[config.mk]
export PLATFORM = sky130hd
export DESIGN_NAME = debounce_scheduler
export DESIGN_NICKNAME = d
export VERILOG_FILES = /design/src/rtl/debounce_scheduler.sv
export SDC_FILE = /design/constraint.sdc
export NUM_CORES = 1
export LEC_CHECK = 0
export BUFFER_PORTS_ARGS = -buffer_cell sky130_fd_sc_hd__buf_4
export CAP_MARGIN = 25
export CORE_UTILIZATION = 65
export CTS_BUF_LIST = sky130_fd_sc_hd__clkbuf_4
export CTS_CLUSTER_SIZE = 24
export DETAILED_ROUTE_END_ITERATION = 12
export PLACE_DENSITY = 0.87
export SYNTH_ARGS = -nofsm -noshare
export SYNTH_HDL_FRONTEND = slang
export SYNTH_SLANG_ARGS = --single-unit
[constraint.sdc]
create_clock -name clk -period 4.68 [get_ports clk]
set_input_delay 0.234 -clock clk [delete_from_list [all_inputs] [get_ports clk]]
set_output_delay 0.234 -clock clk [all_outputs]
set_load 0.05 [all_outputs]
[src/rtl/debounce_scheduler.sv]
// debounce_scheduler: debounces N_BTN push-buttons with a single shared hold timer.
// A round-robin scheduler lends the timer to one button whose synchronized level
// differs from its committed level. The new level is committed only after it holds
// for DEBOUNCE_CYCLES. If it bounces back early, the window is dropped.
//
// Ports
//   clk            system clock, rising edge
//   rst_n          asynchronous active-low reset
//   button         raw asynchronous button levels
//   stable         debounced committed levels
//   press          one-cycle pulse on a committed 0->1
//   release_pulse  one-cycle pulse on a committed 1->0 ("release" is a reserved word)
//   busy           timer currently owned
//   owner          index of the timer owner, 0 when idle
module debounce_scheduler #(
  parameter int unsigned N_BTN           = 4,
  parameter int unsigned IDX_W           = 2,
  parameter int unsigned CNT_W           = 19,
  parameter int unsigned DEBOUNCE_CYCLES = 500000
) (
  input  logic             clk,
  input  logic             rst_n,
  input  logic [N_BTN-1:0] button,
  output logic [N_BTN-1:0] stable,
  output logic [N_BTN-1:0] press,
  output logic [N_BTN-1:0] release_pulse,
  output logic             busy,
  output logic [IDX_W-1:0] owner
);

  localparam logic [IDX_W-1:0] LastIdx = IDX_W'(N_BTN - 1);
  localparam logic [IDX_W:0]   NBtnExt = (IDX_W + 1)'(N_BTN);
  localparam logic [CNT_W-1:0] CntLast = CNT_W'(DEBOUNCE_CYCLES - 1);

  typedef enum logic [0:0] {StIdle, StTiming} state_e;

  state_e             state_q, state_d;
  logic [N_BTN-1:0]   sync0_q, sync1_q;
  logic [N_BTN-1:0]   stable_q, stable_d;
  logic [N_BTN-1:0]   press_q, press_d;
  logic [N_BTN-1:0]   release_q, release_d;
  logic [CNT_W-1:0]   cnt_q, cnt_d;
  logic [IDX_W-1:0]   rr_ptr_q, rr_ptr_d;
  logic [IDX_W-1:0]   owner_q, owner_d;
  logic               busy_q, busy_d;

  logic [N_BTN-1:0]   pending;
  logic               grant_valid;
  logic [IDX_W-1:0]   grant_idx;
  logic [IDX_W:0]     cand;
  logic [IDX_W-1:0]   ptr_after_owner;

  // A set bit means the synchronized level disagrees with the committed level.
  assign pending = sync1_q ^ stable_q;

  // Round-robin scan starting at rr_ptr. The extra index bit holds rr_ptr+off
  // before the wrap, so N_BTN does not have to be a power of two.
  always_comb begin
    grant_valid = 1'b0;
    grant_idx   = '0;
    cand        = '0;
    for (int unsigned off = 0; off < N_BTN; off++) begin
      cand = {1'b0, rr_ptr_q} + (IDX_W + 1)'(off);
      if (cand >= NBtnExt) begin
        cand = cand - NBtnExt;
      end
      if (!grant_valid && pending[cand[IDX_W-1:0]]) begin
        grant_valid = 1'b1;
        grant_idx   = cand[IDX_W-1:0];
      end
    end
  end

  // The pointer moves past the last owner on abort and on commit alike. This keeps
  // a bouncing button from holding the timer forever.
  assign ptr_after_owner = (owner_q == LastIdx) ? '0 : owner_q + IDX_W'(1);

  always_comb begin
    state_d   = state_q;
    cnt_d     = cnt_q;
    rr_ptr_d  = rr_ptr_q;
    owner_d   = owner_q;
    stable_d  = stable_q;
    press_d   = '0;
    release_d = '0;

    case (state_q)
      StIdle: begin
        owner_d = '0;
        if (grant_valid) begin
          owner_d = grant_idx;
          cnt_d   = '0;
          state_d = StTiming;
        end
      end
      StTiming: begin
        if (sync1_q[owner_q] == stable_q[owner_q]) begin
          // Input bounced back: drop the window and leave the level as it was.
          state_d  = StIdle;
          rr_ptr_d = ptr_after_owner;
          owner_d  = '0;
        end else if (cnt_q == CntLast) begin
          stable_d[owner_q] = sync1_q[owner_q];
          if (sync1_q[owner_q]) begin
            press_d[owner_q] = 1'b1;
          end else begin
            release_d[owner_q] = 1'b1;
          end
          rr_ptr_d = ptr_after_owner;
          owner_d  = '0;
          state_d  = StIdle;
        end else begin
          cnt_d = cnt_q + CNT_W'(1);
        end
      end
      default: begin
        state_d = StIdle;
        owner_d = '0;
      end
    endcase

    busy_d = (state_d == StTiming);
  end

  always_ff @(posedge clk or negedge rst_n) begin
    if (!rst_n) begin
      state_q   <= StIdle;
      sync0_q   <= '0;
      sync1_q   <= '0;
      stable_q  <= '0;
      press_q   <= '0;
      release_q <= '0;
      cnt_q     <= '0;
      rr_ptr_q  <= '0;
      owner_q   <= '0;
      busy_q    <= 1'b0;
    end else begin
      state_q   <= state_d;
      sync0_q   <= button;
      sync1_q   <= sync0_q;
      stable_q  <= stable_d;
      press_q   <= press_d;
      release_q <= release_d;
      cnt_q     <= cnt_d;
      rr_ptr_q  <= rr_ptr_d;
      owner_q   <= owner_d;
      busy_q    <= busy_d;
    end
  end

  assign stable        = stable_q;
  assign press         = press_q;
  assign release_pulse = release_q;
  assign busy          = busy_q;
  assign owner         = owner_q;

endmodule

==> results.md <==
- Status: completed
- Clock sink count: 44
- Nets: 232
- Avg Cell Area, Syn: 10.61 um^2
- Synthesized net count: 207
- Data arrival time at the worst-slack endpoint: 2.86 ns
- CTS resizes: 0
- Slew Viols, Final: 0
- Routed WL: roughly 4.2 mm
- Critical-path maximum fanout: 17
- P per Cell Area: approximately 420 mW/mm^2
- Routability Congestion: 0.9359
- DP Worst Slack: 2.066 ns
- TritonCTS clock tree: built
- Max frequency: 375.6 MHz
- ANT cells: 0
- Die X: 58.56 um
- Ys Warns: 0
- Setup Viol. Count Final: 0
- Initial antenna violation count: 0
- Post-DP HPWL: 2.950 mm
- Initial Utilization: 0.6811
- Clock Path Buffers: 2
- CP startpoint kind: register
- Vias in the first global route: 1591
- Synth top cells by count: 44 x dfrtp_1, 18 x nand3_1, 14 x o21ai_0
- Min-Delay Path Class: reg -> reg
- Total number of vias: between 1500 and 2000
- Post-synth top area cell: dfrtp_1
- Clock Skew: around 0.0094 ns
- DR vias/cell: 5.962
- Worst-margin pin slew: 1.057 ns
- Fin crit period: 2.663 ns
- Number of flops mapped to enable cells by yosys: 0
- Asr flop ratio synth: 1.000
- Per-cell routed wire length: 15.85 um
- Sequential area share after synthesis: 0.5295
- Tcrit/Tclk final: 0.5690
- Total track usage: 0.2789
- Reg2Reg Setup Slack: between 2 and 2.5 ns
- Synthesized area: a little over 0.002 mm^2
- Tightest hold margin: about 0.36 ns
- Synthesis-to-layout area growth: 14.20%
- Count leader, synth: dfrtp_1
- DRT iter0 DRCs: 109
- CTS H-tree depth: 2
- # DRC: 0
- VDD IR max: 0.0003415 V
- Synth area leaders: dfrtp_1 53%, nand3_1 4.3%, o21ai_0 3.4%
- DRT antenna net count: 0
- Distinct cells, synth: 40
- Fin worst setup slack: ~2.0 ns
- Total die area: about 0.0034 mm^2
- LEAKAGE: 1.051 nW
- Cells after Synth: 196
- Io pins: 21
- Slew headroom: 0.2919
- Top-area cell type share of the netlist area: 0.5295
- Reported max-cap violation count: 0
- Critical setup path kind: reg -> reg
- Final global-route overflow total: 0
- Main synth FF type: dfrtp_1
- Seq cells post-synth: 44
- Global-route wire length before repair: 6.941 mm
- Pin count of the biggest net entering global routing: 45
- RSZ-0062 raised after global routing: false
- Critical Path Sink Type: register
- Clock buffer count from CTS: 5
- Height of the die: 58.56 um
- CTS clk-pin slew, worst paths: between 0.1 and 0.15 ns
- Final TNS setup: 0 ns
- Root buf cell: clkbuf_4
- Required @ worst endpoint: 4.87 ns
- Layout cells sized above 1: 0.1667
- Port bufs: 20
- Post-CTS Setup Repair Bufs: 0
- Placeable core area: 0.003053 mm^2
- Core Util, Final: 0.7779
- DR pass1 iterations: 4
- Clk_lat worst skew: 0.36 ns
- FP Rows: 20
- Hold Vio Cnt, Final: 0
[cell type report]
type                       count  area (um^2)
multi-input combinational    139        912.1
timing repair buffer          26        207.7
fill                         193        678.2
inverter                       5        18.77
clock inverter                 2        35.03
sequential                    44         1101
clock buffer                   6        45.04
tap                           44        55.05
[worst max-delay path, cell delays in order (launching register included)]
cell	delay, ns
dfrtp_1	0.42
ha_1	0.19
nand3_1	0.26
or3_1	0.46
o211ai_1	0.64
buf_4	0.33
or3_1	0.13
a21oi_1	0.07
[stage by stage]
stage,instance area [um^2],power (mW),cells
3_3_place_gp,2245,0.7492,253
2_1_floorplan,2079,0.6914,196
5_1_grt,2375,1.049,266
3_5_place_dp,2245,0.7667,253
4_1_cts,2375,1.003,266
6_report,2375,1.005,266
[what timing repair did]
item | 4_1_cts | 5_1_grt
endpoints found under the hold margin | 48 | 0
hold buffers | 5 | 0
setup endpoints to repair | 0 | 0
[flip-flops by register name, summed over array words and instances (netlist names), 2 cells and up]
name and flops:
stable 4, rr_ptr_q 2, release_pulse 4, sync0_q 4, owner 2, press 4
sync1_q 4, cnt_q 19
[cells in the final DEF (no fill, tap or decap), types with 2 or more instances in the layout]
cell type,count
nand3_1,18
dlygate4sd3_1,5
or4_1,2
buf_4,21
nor2_1,12
nand2_1,8
mux2_2,3
o211ai_1,3
inv_1,5
xor2_1,7
and2_1,9
nand4_1,6
nor3_1,2
xnor2_1,3
clkbuf_4,6
a22o_1,3
o31ai_1,2
ha_1,5
mux4_2,2
dfrtp_1,44
nor4_1,2
a21oi_1,10
or3_1,9
and3_1,4
o21ai_0,14
[per-layer routing]
layer | global-route usage | part of all wire | vias to the layer above
li1 | - | - | 763
met1 | 0.3328 | 0.41 | 755
met2 | 0.4877 | 0.52 | 60
met3 | 0.05495 | 0.054 | 8
met4 | 0.1293 | 0.016 | 0
met5 | 0 | 0 | -
[cells by family (layout without fill, tap and decap cells)]
family | after synthesis | after routing | synth area share
simple gates | 78 | 78 | 0.2040
compound gates | 40 | 40 | 0.1197
flops | 44 | 44 | 0.5295
mux | 6 | 6 | 0.04272
fa+ha+maj | 5 | 5 | 0.03008
buf+inv | 13 | 39 | 0.03189
xor+xnor | 10 | 10 | 0.04212
[where the power goes]
| group | internal (mW) | leakage, nW | switching, mW | total [mW] |
|---|---|---|---|---|
| logic | 0.109 | 0.420 | 0.195 | 0.304 |
| clock network | 0.118 | 0.0456 | 0.122 | 0.239 |
| registers | 0.411 | 0.585 | 0.0504 | 0.462 |
[path summary, 6_finish.rpt]
kind	startpoint	endpoint	cells after the start
min	sync0_q[3]	sync1_q[3]	0
max	cnt_q[0]	cnt_q[10]	7
max in group asynchronous	rst_n	cnt_q[5]	2
min reg2reg	sync0_q[3]	sync1_q[3]	0
max reg2reg	cnt_q[0]	cnt_q[10]	7
min in group asynchronous	rst_n	press[0]	2
Power figures use the tool's default switching activity.
